## config.mk

```make
export PLATFORM = sky130hd
export DESIGN_NAME = nvm_word_arbiter
export DESIGN_NICKNAME = d
export VERILOG_FILES = /design/src/rtl/nvm_word_arbiter.sv
export SDC_FILE = /design/constraint.sdc
export NUM_CORES = 1
export LEC_CHECK = 0
export ABC_AREA = 1
export CORE_UTILIZATION = 48
export CTS_BUF_LIST = sky130_fd_sc_hd__clkbuf_8 sky130_fd_sc_hd__clkbuf_16
export CTS_CLUSTER_SIZE = 25
export DETAILED_ROUTE_END_ITERATION = 10
export PLACE_DENSITY = 0.84
export REMOVE_ABC_BUFFERS = 1
export SLEW_MARGIN = 20
export SYNTH_ARGS = -nofsm -noshare
export SYNTH_HDL_FRONTEND = slang
export SYNTH_SLANG_ARGS = --single-unit
```

## constraint.sdc

```tcl
create_clock -name clk -period 1.7 [get_ports clk]
set_input_delay 0.17 -clock clk [delete_from_list [all_inputs] [get_ports clk]]
set_output_delay 0.17 -clock clk [all_outputs]
set_load 0.005 [all_outputs]
```

## src/rtl/nvm_word_arbiter.sv

```systemverilog
// -----------------------------------------------------------------------------
// nvm_word_arbiter
//
// Shares the single byte-wide NVM ROM read port between two 16-bit word-read
// requesters. Requester A is the EERD-style register-read path and requester B
// is the boot/config loader. Each word read becomes two byte reads: the low
// byte at the even byte address, then the high byte at the odd one. Grants are
// round-robin. The assembled word is returned with a one-cycle ack strobe.
//
// Ports
//   clk, rst          : clock and synchronous active-high reset
//   a_req, a_waddr    : requester A request strobe and word address
//   a_busy            : A has a pending or in-service request
//   a_ack, a_data     : A completion strobe and last word read for A
//   b_*               : same set of ports for requester B
//   rom_addr          : registered byte address to the ROM
//   rom_data          : ROM byte, valid the cycle after rom_addr is presented
//   dbg_state         : current FSM state (0 IDLE, 1 RD0, 2 RD1, 3 RD2, 4 ACK)
//
// Request handshake (identical for A and B):
//   x_req is a one-cycle strobe. It is accepted in any cycle where x_busy is
//   low, and x_waddr is sampled in that same cycle. A strobe raised while
//   x_busy is high is dropped and leaves no trace. x_busy rises the cycle after
//   acceptance and stays high until the ack cycle. In the ack cycle x_busy is
//   already low, so the requester may issue its next request alongside the ack.
//   x_ack is high for exactly one cycle, and x_data is valid from that cycle
//   until the next ack to the same requester.
//
// Timing: a request accepted and granted in IDLE cycle 0 is acked in cycle 4.
// Back-to-back services are 5 cycles apart.
// -----------------------------------------------------------------------------
module nvm_word_arbiter #(
  parameter int WADDR_W = 12,
  parameter int BADDR_W = 16
) (
  input  logic               clk,
  input  logic               rst,
  input  logic               a_req,
  input  logic [WADDR_W-1:0] a_waddr,
  output logic               a_busy,
  output logic               a_ack,
  output logic [15:0]        a_data,
  input  logic               b_req,
  input  logic [WADDR_W-1:0] b_waddr,
  output logic               b_busy,
  output logic               b_ack,
  output logic [15:0]        b_data,
  output logic [BADDR_W-1:0] rom_addr,
  input  logic [7:0]         rom_data,
  output logic [2:0]         dbg_state
);

  typedef enum logic [2:0] {
    S_IDLE = 3'd0,
    S_RD0  = 3'd1,
    S_RD1  = 3'd2,
    S_RD2  = 3'd3,
    S_ACK  = 3'd4
  } state_t;

  // Requester encoding used by grant_q and last_grant_q.
  localparam logic GRANT_A = 1'b0;
  localparam logic GRANT_B = 1'b1;

  state_t             state_q;
  logic               grant_q;
  logic               last_grant_q;
  logic               pending_a_q;
  logic               pending_b_q;
  logic [WADDR_W-1:0] a_waddr_q;
  logic [WADDR_W-1:0] b_waddr_q;
  logic [7:0]         lo_q;

  logic               acc_a;
  logic               acc_b;
  logic               cand_a;
  logic               cand_b;
  logic               pick_b;
  logic               any_cand;
  logic [WADDR_W-1:0] sel_waddr;

  // Byte address is {zero pad, word address, byte select}. There is no carry
  // into the pad bits, so word address all-ones stays inside its window.
  function automatic logic [BADDR_W-1:0] byte_addr(input logic [WADDR_W-1:0] w,
                                                   input logic sel);
    logic [BADDR_W-1:0] r;
    r            = '0;
    r[WADDR_W:1] = w;
    r[0]         = sel;
    return r;
  endfunction

  logic in_read;
  assign in_read = (state_q == S_RD0) || (state_q == S_RD1) || (state_q == S_RD2);

  assign a_busy    = pending_a_q || (in_read && (grant_q == GRANT_A));
  assign b_busy    = pending_b_q || (in_read && (grant_q == GRANT_B));
  assign dbg_state = state_q;

  always_comb begin
    acc_a    = a_req && !a_busy;
    acc_b    = b_req && !b_busy;
    // A request accepted this cycle competes in IDLE immediately.
    cand_a   = pending_a_q || acc_a;
    cand_b   = pending_b_q || acc_b;
    any_cand = cand_a || cand_b;
    // On a tie, grant the requester that was not granted last.
    pick_b   = cand_b && (!cand_a || (last_grant_q == GRANT_A));
    // A freshly accepted request has not reached its address register yet,
    // so its address is taken straight from the input port.
    if (pick_b) sel_waddr = acc_b ? b_waddr : b_waddr_q;
    else        sel_waddr = acc_a ? a_waddr : a_waddr_q;
  end

  always_ff @(posedge clk) begin
    if (rst) begin
      state_q      <= S_IDLE;
      grant_q      <= GRANT_A;
      last_grant_q <= GRANT_B;
      pending_a_q  <= 1'b0;
      pending_b_q  <= 1'b0;
      a_waddr_q    <= '0;
      b_waddr_q    <= '0;
      lo_q         <= '0;
      a_ack        <= 1'b0;
      b_ack        <= 1'b0;
      a_data       <= '0;
      b_data       <= '0;
      rom_addr     <= '0;
    end else begin
      a_ack <= 1'b0;
      b_ack <= 1'b0;

      if (acc_a) begin
        a_waddr_q   <= a_waddr;
        pending_a_q <= 1'b1;
      end
      if (acc_b) begin
        b_waddr_q   <= b_waddr;
        pending_b_q <= 1'b1;
      end

      case (state_q)
        S_IDLE: begin
          if (any_cand) begin
            grant_q      <= pick_b;
            last_grant_q <= pick_b;
            rom_addr     <= byte_addr(sel_waddr, 1'b0);
            state_q      <= S_RD0;
          end
        end
        S_RD0: begin
          // The ROM samples the even address in this cycle; the odd address
          // differs only in bit 0.
          rom_addr[0] <= 1'b1;
          state_q     <= S_RD1;
        end
        S_RD1: begin
          lo_q    <= rom_data;
          state_q <= S_RD2;
        end
        S_RD2: begin
          if (grant_q == GRANT_B) begin
            b_data      <= {rom_data, lo_q};
            pending_b_q <= 1'b0;
            b_ack       <= 1'b1;
          end else begin
            a_data      <= {rom_data, lo_q};
            pending_a_q <= 1'b0;
            a_ack       <= 1'b1;
          end
          state_q <= S_ACK;
        end
        S_ACK: begin
          state_q <= S_IDLE;
        end
        default: begin
          state_q <= S_IDLE;
        end
      endcase
    end
  end

endmodule

```

; Word level (Yosys, flattened, before mapping)
; Index checks and enable logic that the tools add are counted.
[op_classes]
eq_ne = 4
muxes = 15
bitwise = 3
reduce_logical = 23
[ops]
columns = op, count
row1 = $mux W12, 3
row2 = $pmux W3 S4, 1
row3 = $mux W1, 9
row4 = $logic_or A1 B1 Y1, 8
row5 = $reduce_and A2 Y1, 4
row6 = $eq A3 B2 Y1 const B, 2
row7 = $logic_and A1 B1 Y1, 5
row8 = $eq A3 B1 Y1 const B, 1
row9 = $logic_not A1 Y1, 3
row10 = $logic_not A3 Y1, 1
row11 = $mux W3, 1
row12 = $not A1 Y1, 3
row13 = $ne A2 B2 Y1 const B, 1
row14 = $pmux W1 S2, 1
row15 = $reduce_bool A2 Y1, 1
row16 = $reduce_or A2 Y1, 1
[totals]
register_bits = 86
in_bits = 36
out_inout_bits = 55
wordCells = 59

; Depth between registers and ports, before layout
[logic_depth]
depth_word = 12
depth_mapped = 12
ltp_nobuf = 11

; Worst setup path after synthesis
; Ideal clock, no wire load.
[synth_timing]
path_kind = register -> register
startpoint = reg state_q[0] (netlist: dbg_state[0])
endpoint = reg rom_addr[12]
setup_ns = 0.111
arrival_ns = 1.298
required_ns = 1.589
slack_ns = 0.290
stages_incl_launch_ff = 10
path_buffers = 1
period_less_slack_ns = 1.410
path_cell_list = dfxtp_1 -> o21ai_2 -> inv_1 -> nand2_2 -> nand3_4 -> clkbuf_8 -> o21ai_0 -> nor2_1 -> nor2_1 -> nor2_1
[synth_between]
elab_chain_len = 12
word_cells_on_any_way = 24
cone_classes = 3 x eq/ne / 3 x mux / 18 x reduce/logical
[synth_rtl]
columns = element, line_no
row1 = "start, declared", 65  ; state_t state_q;
row2 = "start signal, assigned", 117  ; state_q <= S_IDLE;
row3 = "start signal, assigned", 149  ; state_q <= S_RD0;
row4 = "start signal, assigned", 156  ; state_q <= S_RD1;
row5 = $eq A3 B1 Y1 / $eq A3 B2 Y1 (equally long branches), 94  ; assign in_read = (state_q == S_RD0) || (state_q == S_RD1) || (state_q == S_RD2);
row6 = $logic_or A1 B1 Y1 (2 in a row), 94
row7 = $logic_and A1 B1 Y1, 96  ; assign a_busy = pending_a_q || (in_read && (grant_q == GRANT_A));
row8 = $logic_or A1 B1 Y1, 96
row9 = $logic_not A1 Y1, 101  ; acc_a = a_req && !a_busy;
row10 = $logic_and A1 B1 Y1, 101
row11 = $logic_or A1 B1 Y1, 104  ; cand_a = pending_a_q || acc_a;
row12 = $logic_not A1 Y1, 108  ; pick_b = cand_b && (!cand_a || (last_grant_q == GRANT_A));
row13 = $logic_or A1 B1 Y1, 108
row14 = $logic_and A1 B1 Y1, 108
row15 = $mux W12, 111  ; if (pick_b) sel_waddr = acc_b ? b_waddr : b_waddr_q;
row16 = "end signal, assigned", 148  ; rom_addr <= byte_addr(sel_waddr, 1'b0);
row17 = "end, declared", 48  ; output logic [BADDR_W-1:0] rom_addr,
; Parallel ways exist; a longest one is shown, timed or not.
; A chain may end at the register's enable or synchronous reset.

; Final worst setup path
[layout_timing]
startpoint = reg grant_q
endpoint = out a_busy
[layout_between]
elab_chain_len = 3
[layout_rtl]
columns = element, line_no
row1 = "start, declared", 66  ; logic grant_q;
row2 = "start signal, assigned", 146  ; grant_q <= pick_b;
row3 = $not A1 Y1 (no source line), n/a
row4 = $logic_and A1 B1 Y1, 96
row5 = $logic_or A1 B1 Y1, 96
row6 = "end, declared", 40  ; output logic a_busy,
; Every way passes these cells.

==> impl_results.md <==
* Status: completed
* Unrepaired setup endpoints after global routing: true
* Crit. End Element: output pin
* Setup slack, reg-to-reg at 110 ps
* Compound-gate portion of the synthesized area at 0.1364
* MaxCap Viol Count at 0
* Hold slack final at 384.1 ps
* CTS max path bufs at 2
* Clock skew at 13.15 ps
* Area Growth Syn to Fin at 37.87%
* Initial antenna violation count at 0
* DP HPWL at 5738 um
* Ys Warns at 0
* Vias per inst at 5.008
* Post-Synth XOR/XNOR Area at 0
* First-pass GRT wire length at 13,520 um
* Post-Synth Adder-Cell Area at 0
* Pwr Total at 5.244 mW
* Worst Min Path Start: rom_data[7]
* Required @ worst endpoint at 1530 ps
* Top FF cell, synth: dfxtp_1
* Post-synth EDFFs at 0
* Post-synthesis simple-gate area fraction at 0.2317
* Reg-to-Reg Start: dbg_state[0]
* Die area at 7452 um^2
* CP Launch Type: register
* Placer Congestion at 0.7933
* I/O pins at 91
* CP Max Fanout at 5
* Hold Crit Class: input port to register
* Static Leak at 2.003 nW
* Post-route clock period utilization at 0.9641
* Cell variety after synth at 28
* Crit path DAT at 1470 ps
* Synth area leader: dfxtp_1
* Seq/Total Area, Yosys at 0.5044
* Post-Syn Area per Cell at 7.485 um^2
* Synth Register Bits at 86
* Post-synth ARST share at 0
* Routed Antenna Nets at 0
* Cell with the most instances after synthesis: nand2_1
* Largest family of logic cells by synthesized area: simple AND/OR/NAND/NOR gates
* Kind of critical path: register to output pin
* Synth top area share at 0.5044
* Max H-tree Level at 3
* Post-Syn Area at 3413 um^2
* Fmax at 0.6102 GHz
* Drt total wl at 9013 um
* PD cells at 1114 nW/um^2
* ANT cells at 0
* Count of final setup violators at 0
* Worst Hold Path Cells at 3
* Fin. max-slew vios at 0
* Port Buf Inserts at 87
* Worst reg-to-reg path cell count at 9
* Die width at 86.33 um
* Global Route Usage Sum at 0.2333
* Initial Utilization at 0.4996
* Fin crit period at 1639 ps
* Final hold vios at 0
* Hold Buf Count CTS at 0
* Layout cell share with drive strength beyond 1 at 0.1027
* DRC at 0
* CTS buffer count at 9
* Die Y at 86.33 um
* Clock root cell: clkbuf_8
* Nets at 586
* RR Endpoint: rom_addr[10]
* GRT Residual Overflow at 0
* Post-synthesis mux area share at 0
* Worst-Skew Late Latency at 360 ps
* Mapped Cells at 456
* Per-cell routed wire length at 13.84 um
* Largest net degree at the start of global routing at 31
* CTS tree: yes
* DRT Pass-1 Iters at 5
* Maximum VDD drop at 0.0005661 V
* Num rows at 30
* Post-Place Setup Slack at -79.04 ps
* Top post-synthesis cells by count: 93 x nand2_1, 86 x dfxtp_1, 73 x inv_1, 57 x nor2_1, 26 x o21ai_0
* Clock Pin Slew Worst Setup and Hold Paths at 100 ps
* Core area at 6832 um^2
* Initial detailed-routing violation count at 294
* Vias in the first global route at 3,020
* Synth area leaders: dfxtp_1 50%, nand2_1 10%, inv_1 8.0%
* Fin worst setup slack at 61.06 ps
* Worst Hold End: lo_q[7]
* Via count at 3,260
* Sink Count at 86
[area by class of cell]
class / instances / area, um^2
clock inverters: 7 / 76.32
repair buffers: 105 / 1054
clock buffers: 9 / 123.9
well taps: 96 / 120.1
inverters: 74 / 281.5
multi-input cells: 274 / 1325
flip-flops and latches: 86 / 1725
fillers: 557 / 2126
[registers in the layout (all words and copies together), names as in the netlist]
register / cells
a_ack: 1
lo_q: 8
b_ack: 1
pending_b_q: 1
b_waddr_q: 12
rom_addr: 13
dbg_state: 3
grant_q: 1
a_waddr_q: 12
a_data: 16
last_grant_q: 1
b_data: 16
pending_a_q: 1
[worst max path at each step]
stage	from	end	slack, ps	cells past startpoint
floorplan	dbg_state[0]	rom_addr[10]	240	10
global placement	b_req	rom_addr[4]	-30	8
detailed placement	b_req	rom_addr[4]	-80	8
CTS	dbg_state[0]	b_data[12]	40	5
global route	dbg_state[0]	rom_addr[1]	-10	9
finish	grant_q	a_busy	60	4
[worst max-delay path: stages, from the launching register on]
cell and delay, ps:
dfxtp_1 500, inv_2 120, nand2_2 130, nand2_1 80, dlygate4sd2_1 270
[power by group]
part           leakage, nW  total [mW]  internal (mW)  switching (mW)
Combinational         1.20        1.48          0.672           0.812
Clock                0.103        1.43          0.584           0.846
Sequential           0.704        2.33           2.22           0.108
Total                 2.00        5.24           3.48            1.77
[stage by stage]
stage	util	setup TNS, ps	cell area [um^2]	cells
floorplan	-	0	3267	433
global placement	0.6412	-163.2	4380	629
detailed placement	0.6412	-650.0	4380	629
CTS	0.6729	0	4597	645
global route	0.6888	-12.81	4706	651
finish	0.6888	0	4706	651
[per-layer routing]
metal | GRT usage | vias to the layer above | part of all wire
met3 | 0.07238 | 20 | 0.094
li1 | - | 1618 | -
met2 | 0.4105 | 143 | 0.47
met5 | 0 | - | 0
met4 | 0.1045 | 0 | 0.025
met1 | 0.2584 | 1479 | 0.41
[cells in the final DEF (no fill, tap or decap), drive strengths merged]
cell type	n
inv	77
nor2	58
nor3	1
buf	18
clkinv	3
dlygate4sd2	2
a211oi	2
conb	3
clkbuf	9
nand3	21
nand4	12
o21bai	1
clkdlybuf4s50	85
nand2	96
o21ai	40
o22ai	16
dfxtp	86
clkinvlp	1
a21oi	24
[cells by family after synthesis]
kind of cell    Yosys count
compound gates           83
flops                    86
other cells               1
buf+inv                  99
simple gates            187
[timing repair]
| item | 4_1_cts | 5_1_grt |
|---|---|---|
| setup buffers | 0 | 5 |
| endpoints found under the setup margin | 3 | 32 |
| pin swaps | 0 | 2 |
| resized for setup | 9 | 18 |
| cloned | 0 | 1 |
Note: power is estimated with default switching activity, not from simulation.
